[src/rtl/uart_cmd_parser_if.sv]
// Rx/Tx FIFO handshake and register-write bus of the UART command parser.
// master = parser side, slave = FIFO / register-file side.
interface uart_cmd_parser_if #(
    parameter int DBITS = 8
);
    logic             rx_empty;
    logic [DBITS-1:0] read_data;
    logic             read_uart;
    logic             tx_full;
    logic             write_uart;
    logic [DBITS-1:0] write_data;
    logic             wr_en;
    logic [7:0]       wr_addr;
    logic [DBITS-1:0] wr_data;

    modport master (
        input  rx_empty, read_data, tx_full,
        output read_uart, write_uart, write_data, wr_en, wr_addr, wr_data
    );

    modport slave (
        output rx_empty, read_data, tx_full,
        input  read_uart, write_uart, write_data, wr_en, wr_addr, wr_data
    );
endinterface

[src/rtl/uart_cmd_parser.sv]
// Framed register-write command parser: SYNC(A5) ADDR LEN payload CHK -> wr beats + ACK/NAK byte.
// Optional inter-byte timeout enabled by defining UART_CMD_TIMEOUT_EN.
module uart_cmd_parser #(
    parameter int DBITS          = 8,
    parameter int MAX_LEN        = 16,
    parameter int TIMEOUT_CYCLES = 1000000
) (
    input  logic              CLK,
    input  logic              RST,
    uart_cmd_parser_if.master bus,
    output logic              frame_ok,
    output logic              frame_err,
    output logic              busy
);
    localparam int AW = (MAX_LEN > 1) ? $clog2(MAX_LEN) : 1;

    localparam logic [DBITS-1:0] SYNC_B    = DBITS'(8'hA5);
    localparam logic [DBITS-1:0] ACK_B     = DBITS'(8'h06);
    localparam logic [DBITS-1:0] NAK_B     = DBITS'(8'h15);
    localparam logic [DBITS-1:0] MAX_LEN_B = DBITS'(MAX_LEN);

    localparam logic [2:0] S_IDLE   = 3'd0;
    localparam logic [2:0] S_ADDR   = 3'd1;
    localparam logic [2:0] S_LEN    = 3'd2;
    localparam logic [2:0] S_DATA   = 3'd3;
    localparam logic [2:0] S_CHK    = 3'd4;
    localparam logic [2:0] S_COMMIT = 3'd5;
    localparam logic [2:0] S_RESP   = 3'd6;

    logic [2:0]       state, state_nxt;
    logic [DBITS-1:0] addr_q, len_q, xor_q;
    logic [AW-1:0]    idx_q;
    logic [DBITS-1:0] buf_q [MAX_LEN];
    logic             ack_q;
    logic             pop;
    logic             rx_state;
    logic             last_idx;
    logic             tmo_hit;

    // States that consume the Rx FIFO; COMMIT/RESP leave bytes queued.
    assign rx_state = (state == S_IDLE) || (state == S_ADDR) || (state == S_LEN) ||
                      (state == S_DATA) || (state == S_CHK);
    assign pop           = !RST && rx_state && !bus.rx_empty;
    assign bus.read_uart = pop;

    // idx_q is the payload index in DATA and the beat index in COMMIT.
    assign last_idx = (DBITS'(idx_q) == (len_q - DBITS'(1)));

`ifdef UART_CMD_TIMEOUT_EN
    logic [31:0] tmo_q;
    logic        waiting;

    assign waiting = rx_state && (state != S_IDLE);
    assign tmo_hit = waiting && !pop && (tmo_q >= 32'(TIMEOUT_CYCLES - 1));

    always_ff @(posedge CLK) begin
        if (RST || pop || !waiting) tmo_q <= '0;
        else                        tmo_q <= tmo_q + 32'd1;
    end
`else
    assign tmo_hit = 1'b0;
`endif

    always_comb begin
        state_nxt = state;
        case (state)
            S_IDLE:   if (pop && bus.read_data == SYNC_B) state_nxt = S_ADDR;
            S_ADDR:   if (pop) state_nxt = S_LEN;
            S_LEN: begin
                if (pop) begin
                    if (bus.read_data == '0)             state_nxt = S_CHK;
                    else if (bus.read_data > MAX_LEN_B)  state_nxt = S_RESP;
                    else                                 state_nxt = S_DATA;
                end
            end
            S_DATA:   if (pop && last_idx) state_nxt = S_CHK;
            S_CHK:    if (pop) state_nxt = (bus.read_data == xor_q) ? S_COMMIT : S_RESP;
            S_COMMIT: if (len_q == '0 || last_idx) state_nxt = S_RESP;
            S_RESP:   if (!bus.tx_full) state_nxt = S_IDLE;
            default:  state_nxt = S_IDLE;
        endcase
        if (tmo_hit) state_nxt = S_RESP;
    end

    always_ff @(posedge CLK) begin
        if (RST) begin
            state          <= S_IDLE;
            addr_q         <= '0;
            len_q          <= '0;
            xor_q          <= '0;
            idx_q          <= '0;
            ack_q          <= 1'b0;
            busy           <= 1'b0;
            frame_ok       <= 1'b0;
            frame_err      <= 1'b0;
            bus.write_uart <= 1'b0;
            bus.write_data <= '0;
            bus.wr_en      <= 1'b0;
            bus.wr_addr    <= '0;
            bus.wr_data    <= '0;
        end else begin
            state          <= state_nxt;
            busy           <= (state_nxt != S_IDLE);
            frame_ok       <= 1'b0;
            frame_err      <= 1'b0;
            bus.write_uart <= 1'b0;
            bus.wr_en      <= 1'b0;
            case (state)
                S_IDLE: begin
                    xor_q <= '0;
                    idx_q <= '0;
                    ack_q <= 1'b0;
                end
                S_ADDR: if (pop) begin
                    addr_q <= bus.read_data;
                    xor_q  <= xor_q ^ bus.read_data;
                end
                S_LEN: if (pop) begin
                    len_q <= bus.read_data;
                    xor_q <= xor_q ^ bus.read_data;
                end
                S_DATA: if (pop) begin
                    xor_q <= xor_q ^ bus.read_data;
                    idx_q <= idx_q + AW'(1);
                end
                S_CHK: if (pop) begin
                    ack_q <= (bus.read_data == xor_q);
                    idx_q <= '0;
                end
                S_COMMIT: if (len_q != '0) begin
                    bus.wr_en   <= 1'b1;
                    bus.wr_addr <= 8'(addr_q) + 8'(idx_q);
                    bus.wr_data <= buf_q[idx_q];
                    idx_q       <= idx_q + AW'(1);
                end
                S_RESP: if (!bus.tx_full) begin
                    bus.write_uart <= 1'b1;
                    bus.write_data <= ack_q ? ACK_B : NAK_B;
                    frame_ok       <= ack_q;
                    frame_err      <= !ack_q;
                end
                default: ;
            endcase
        end
    end

    // Payload buffer holds data only; no reset needed since COMMIT reads only written slots.
    always_ff @(posedge CLK) begin
        if (state == S_DATA && pop) buf_q[idx_q] <= bus.read_data;
    end
endmodule

[src/flat_wrapper.sv]
// flat-port wrapper written by rule: the top's interface ports become plain ports
module uart_cmd_parser_flat 
#(
    parameter int DBITS          = 8,
    parameter int MAX_LEN        = 16,
    parameter int TIMEOUT_CYCLES = 1000000
)
  (CLK, RST, frame_ok, frame_err, busy, bus_rx_empty, bus_read_data, bus_tx_full, bus_read_uart, bus_write_uart, bus_write_data, bus_wr_en, bus_wr_addr, bus_wr_data);
  uart_cmd_parser_if #(.DBITS(DBITS)) bus_i ();
  input  logic CLK;
  input  logic RST;
  output logic frame_ok;
  output logic frame_err;
  output logic busy;
  input wire logic [$bits(bus_i.rx_empty)-1:0] bus_rx_empty;
  input wire logic [$bits(bus_i.read_data)-1:0] bus_read_data;
  input wire logic [$bits(bus_i.tx_full)-1:0] bus_tx_full;
  output wire logic [$bits(bus_i.read_uart)-1:0] bus_read_uart;
  output wire logic [$bits(bus_i.write_uart)-1:0] bus_write_uart;
  output wire logic [$bits(bus_i.write_data)-1:0] bus_write_data;
  output wire logic [$bits(bus_i.wr_en)-1:0] bus_wr_en;
  output wire logic [$bits(bus_i.wr_addr)-1:0] bus_wr_addr;
  output wire logic [$bits(bus_i.wr_data)-1:0] bus_wr_data;
  assign bus_i.rx_empty = bus_rx_empty;
  assign bus_i.read_data = bus_read_data;
  assign bus_i.tx_full = bus_tx_full;
  assign bus_read_uart = bus_i.read_uart;
  assign bus_write_uart = bus_i.write_uart;
  assign bus_write_data = bus_i.write_data;
  assign bus_wr_en = bus_i.wr_en;
  assign bus_wr_addr = bus_i.wr_addr;
  assign bus_wr_data = bus_i.wr_data;
  uart_cmd_parser #(.DBITS(DBITS), .MAX_LEN(MAX_LEN), .TIMEOUT_CYCLES(TIMEOUT_CYCLES)) u_core (.CLK(CLK), .RST(RST), .bus(bus_i), .frame_ok(frame_ok), .frame_err(frame_err), .busy(busy));
endmodule
[config.mk]
export PLATFORM = sky130hd
export DESIGN_NAME = uart_cmd_parser_flat
export DESIGN_NICKNAME = d
export VERILOG_FILES = /design/src/rtl/uart_cmd_parser_if.sv /design/src/rtl/uart_cmd_parser.sv /design/src/flat_wrapper.sv
export SDC_FILE = /design/constraint.sdc
export NUM_CORES = 1
export LEC_CHECK = 0
export CELL_PAD_IN_SITES_DETAIL_PLACEMENT = 1
export CELL_PAD_IN_SITES_GLOBAL_PLACEMENT = 1
export CORE_MARGIN = 4
export CORE_UTILIZATION = 56
export CTS_BUF_LIST = sky130_fd_sc_hd__clkbuf_4
export DETAILED_ROUTE_END_ITERATION = 8
export PLACE_DENSITY = 0.95
export SLEW_MARGIN = 20
export SYNTH_ARGS = -nofsm -noshare
export SYNTH_HDL_FRONTEND = slang
export SYNTH_SLANG_ARGS = --single-unit
[constraint.sdc]
create_clock -name CLK -period 4.22 [get_ports CLK]
set_input_delay 0.844 -clock CLK [delete_from_list [all_inputs] [get_ports CLK]]
set_output_delay 0.844 -clock CLK [all_outputs]
set_load 0.005 [all_outputs]
=== Yosys cells after proc, flatten, opt, wreduce, memory -nomap -nowiden ===
Memory sizes are Yosys's and may differ from the RTL's. A register that Yosys moved wholly into a read port is not among the register bits.
Cells that the tools add are included.

* Output and inout bits: 30
* Bits in registers: 53
* Word-level logic and storage cells: 91
* Bits in writable memories: 128
* ROM bits: 0
* Input bits: 12
* Memories: 1
* Latch bits: 0

* Add/sub/neg operators: 3
* Divide/modulo/power cells: 0
* Order comparisons: 1
* Shift operators: 0
* Equal/unequal tests: 13
* Bitwise gates (word level): 4
* Muxes and demuxes: 24
* Multiply operators: 0
* Reductions and logical operators: 32

{| class="wikitable"
|+ Memories
! memory !! depth !! width !! rd ports !! clocked after Yosys merged registers in !! write ports !! RTL line !! text
|-
| u_core.buf_q || 16 || 8 || 1 || 1 || 1 || uart_cmd_parser.sv:33 || <nowiki>logic [DBITS-1:0] buf_q [MAX_LEN];</nowiki>
|}

{| class="wikitable"
|+ Operators with widths
! cell !! count
|-
| $mux 3 || 9
|-
| $pmux 3 s7 || 1
|-
| $logic_not 8->1 || 2
|-
| $pmux 4 s4 || 1
|-
| $pmux 8 s2 || 1
|-
| $mux 4 || 3
|-
| $reduce_and 2->1 || 6
|-
| $eq 3x3->1 const B || 3
|-
| $add 8x4->8 || 1
|-
| $eq 4x8->1 || 1
|-
| $eq 8x8->1 || 1
|-
| $eq 8x8->1 const B || 1
|-
| $gt 8x5->1 const B || 1
|-
| $mux 8 || 1
|-
| $ne 2x1->1 const B || 4
|-
| $reduce_bool 8->1 || 1
|-
| $sub 8x1->8 const B || 1
|-
| $xor 8x8->8 || 1
|-
| $eq 3x2->1 const B || 2
|-
| $reduce_or 3->1 || 2
|-
| $logic_and 1x1->1 || 5
|-
| $logic_or 1x1->1 || 5
|-
| $mux 1 || 5
|-
| $mux 5 || 1
|-
| other kinds (12) || 18
|}

=== Longest topological paths before layout ===
* Depth in word-level cells: 11
* Gate-level depth with buffers: 10

=== Worst setup path before layout ===
OpenSTA, ideal clock, no wires.

* Kind: input to register
* From: input RST
* To: memory u_core.buf_q[0][0] (enable)
* Arrival time: 2,225 ps
* Path buffers: 1
* Data required time: 3,837 ps
* Path slack: 1,612 ps
* Stages on the path: 6
* Library setup time: 383 ps
* Cell sequence: clkbuf_1 > nor2_1 > nand2_1 > nor2_1 > nand2_1 > nor3_1

* Word-level cells in the longest chain between the ends: 6

{| class="wikitable"
|+ Ends and longest elaborated chain
! element !! RTL line !! text
|-
| start: declaration || flat_wrapper.sv:11 || <nowiki>input logic RST;</nowiki>
|-
| $logic_not 1->1 || uart_cmd_parser.sv:43 || <nowiki>assign pop = !RST && rx_state && !bus.rx_empty;</nowiki>
|-
| $logic_and 1x1->1 (2 in a row) || uart_cmd_parser.sv:43 ||
|-
| $logic_and 1x1->1 || uart_cmd_parser.sv:149 || <nowiki>if (state == S_DATA && pop) buf_q[idx_q] <= bus.read_data;</nowiki>
|-
| $mux 1 || uart_cmd_parser.sv:149 ||
|-
| $mux 1 (implied by the code) || uart_cmd_parser.sv:149 ||
|-
| end: declaration || uart_cmd_parser.sv:33 ||
|}

No other way between the ends.

=== Worst setup path after layout ===
* From: input bus_rx_empty
* To: output bus_read_uart

* Word-level cells in the longest chain between the ends: 2

{| class="wikitable"
|+ Ends and longest elaborated chain
! element !! RTL line !! text
|-
| start: declaration || flat_wrapper.sv:15 || <nowiki>input wire logic [$bits(bus_i.rx_empty)-1:0] bus_rx_empty;</nowiki>
|-
| $logic_not 1->1 || uart_cmd_parser.sv:43 ||
|-
| $logic_and 1x1->1 || uart_cmd_parser.sv:43 ||
|-
| end: declaration || flat_wrapper.sv:18 || <nowiki>output wire logic [$bits(bus_i.read_uart)-1:0] bus_read_uart;</nowiki>
|}

No other way between the ends.

==> summary.md <==
| Metric | Value |
|---|---|
| Status | finished, final reports clean |
| Final WL | 21770 µm |
| Port Buffers | 37 |
| CP Class | primary input to primary output |
| Drt first pass iters | 5 |
| # IOs | 42 |
| Layout Skew | 0.02032 ns |
| Remaining Overflow, GRT | 0 |
| Synth unique cells | 56 |
| CP Data Required Time | 3.38 ns |
| Setup-failing EPs final | 0 |
| Syn_area_per_cell | 13.69 µm² |
| Clock transition at the registers of the reported paths | 0.13 ns |
| Ys Warns | 0 |
| Slew Viols, Final | 0 |
| Period utilization | 77.23% |
| RSZ-0062 raised after global routing | no |
| Initial core utilization | 57.91% |
| DR vias/cell | 6.476 |
| Dpl cells | 774 |
| # diodes | 0 |
| Clock period minus worst slack | 3.259 ns |
| Seq pwr share | 65.1% |
| Worst slew pin tran | ~0.94 ns |
| Die Ht | 125.9 µm |
| Via count | ~5.2k |
| Die footprint | 15860 µm² |
| Area growth syn-to-layout | 11.68% |
| Sequential area share after synthesis | 63.73% |
| Fmax | 0.3068 GHz |
| Ys async rst share | 0% |
| Post-CTS Resized | 0 |
| Gate Count Post-Synth | between 500 and 600 |
| Tot Pwr | 2.958 mW |
| Number of global-route vias before repair | 5649 |
| Final Instance Count excl. Fillers | ~810 |
| Internal power | approximately 2.3 mW |
| Final Core Density | approximately 65% |
| First-pass GRT wire length | roughly 34000 µm |
| Worst skew pair latency | 0.58 ns |
| Largest net degree at the start of global routing | 55 |
| CTS tree | built |
| H-tree Lvls | 4 |
| Commonest non-fill, non-tap cell in the layout | edfxtp_1 |
| DR WL/cell | 27.04 µm |
| Max Cap Viol | 0 |
| Normalized max-slew margin | 36.85% |
| CP Capture Type | primary output |
| Critical path arrival | 2.42 ns |
| Core area | 13450 µm² |
| Critical Path Fanout Max | 4 |
| CTS Hold Bufs | 0 |
| Nature of the critical path startpoint | primary input |
| Comb pwr share | 2.5% |
| Layout cells sized above 1 | 17.17% |
| Switching share of total power | between 20% and 30% |
| Clk pwr share | 32.4% |
| P_sw | 0.6534 mW |
| Cell Pwr Density | 340.0 nW/µm² |
| Setup tns final | 0 ns |
| GPL Wtd Cong | 0.9474 |
| HPWL after DPL | about 14000 µm |
| Most frequent cells in the layout | edfxtp_1, nand2_1, dfxtp_1, a21oi_1 |
| Gr usage total | about 28% |
| Die width | 125.9 µm |
| CTS Root Cell | clkbuf_4 |
| Worst hold margin | 0.4734 ns |
| Antenna Nets Post-Route | 0 |
| Synth Cell Area | around 7800 µm² |
| CTS Buf Count | 17 |
| Post-synthesis register bit count | between 150 and 200 |
| TritonCTS Sinks | roughly 180 |
| Primary FF master, synth | edfxtp_1 |
| Row Count | 42 |
| Leak pwr | between 2 and 3 nW |
| DR iter-0 viols | 646 |
| Setup bufs post-CTS | 0 |
| Post-synth EDFFs | 128 |
| Initial antenna violation count | 0 |
| Final Hold Viols | 0 |
| Clock tree buffer depth | 2 |
| HP Class | flip-flop to flip-flop |
| Residual DRC | 0 |
| Fill count | 1309 |
| Max rail drop VDD | ~0.00032 V |
| Nets@finish | 640 |
==> Yosys cell counts (all sizes together), types with 2 or more instances <==
cell,number,share of area (%)
nor4,4,0.32
xor2,11,1.2
mux4,40,12
edfxtp,128,49
a21oi,45,2.9
a221oi,2,0.31
and2,3,0.24
o21ai,20,1.3
nor2,38,1.8
clkbuf,20,0.96
buf,17,1.3
or3,2,0.22
dfxtp,56,14
a32o,2,0.26
xnor2,11,1.2
inv,11,0.53
or2,3,0.24
nand2b,5,0.40
ha,10,1.6
nand4,2,0.16
nand2,61,2.9
nor2b,7,0.56
nor3,14,0.90
a211oi,4,0.39
nand3,23,1.5
or4,3,0.34
nand3b,8,0.77
==> final timing paths <==
kind                                            start                    end  slack, ns  cells past startpoint
worst max-delay path                     bus_rx_empty          bus_read_uart       0.96                      5
worst min-delay path            u_core.bus.wr_data[6]  u_core.bus.wr_data[6]       0.47                      2
worst max register to register        u_core.idx_q[0]  u_core.bus.wr_addr[6]       1.49                      9
worst min register to register  u_core.bus.wr_data[6]  u_core.bus.wr_data[6]       0.47                      2
==> layer usage <==
layer  track usage (%)  routed length [µm]  share of wire [%]  vias up
met5                 0                   0                  0        -
met4             11.29                 833                3.8        0
met3             6.689                1476                6.8       77
met2             48.42               11270                 52      290
met1             35.44                8196                 38     2626
li1                  -                   -                  -     2220
==> power groups by stage <==
stage | clock [mW] | combinational, mW | sequential [mW]
after detailed placement | 0 | 0.0729 | 1.97
after global placement | 0 | 0.0681 | 1.97
after global routing | 1.06 | 0.0800 | 1.93
after floorplan | 0 | 0.0258 | 1.97
after CTS | 0.964 | 0.0738 | 1.93
final | 0.958 | 0.0751 | 1.92
==> final cells by class <==
type,instances,area [µm²],area share (%)
Clock buffer,19,142.6,1.640
Clock inverter,12,128.9,1.481
Inverter,11,41.29,0.4746
Multi-Input combinational cell,340,2636,30.30
Sequential cell,184,4970,57.13
Tap cell,176,220.2,2.531
Timing Repair Buffer,63,560.5,6.443
==> cells by family after synthesis <==
group | count (synthesis) | synth area share, %
xor gates and xnor gates | 22 | 2.473
AOI/OAI and AO/OA | 86 | 6.537
muxes | 41 | 11.81
DFF | 184 | 63.73
and+or+nand+nor | 176 | 10.76
adders and majority gates | 11 | 1.863
buffers and inverters | 48 | 2.779
other | 1 | 0.04814
==> critical path: stages <==
cell and delay [ns]:
clkdlybuf4s50_1 0.48, nor2_1 0.26, o21ai_0 0.23, inv_1 0.10
clkdlybuf4s50_1 0.50
==> sequential cells by signal (all words and copies together), names as in the netlist <==
signal	flops
u_core.frame_err	1
u_core.bus.write_uart	1
u_core.busy	1
u_core.xor_q	8
u_core.state	3
u_core.idx_q	4
u_core.len_q	8
u_core.addr_q	8
u_core.bus.wr_addr	8
u_core.frame_ok	1
u_core.bus.write_data	3
u_core.bus.wr_en	1
u_core.ack_q	1
u_core.bus.wr_data	8
u_core.buf_q	128
==> per-stage QoR <==
stage / worst slack, ns / area, µm²
after global routing: 0.8619 / 8700
after global placement: 1.059 / 8418
after detailed placement: 0.8877 / 8418
final: 0.9608 / 8700
after CTS: 0.9806 / 8690
after floorplan: 1.612 / 7801
Note: power is estimated with default switching activity, not from simulation.
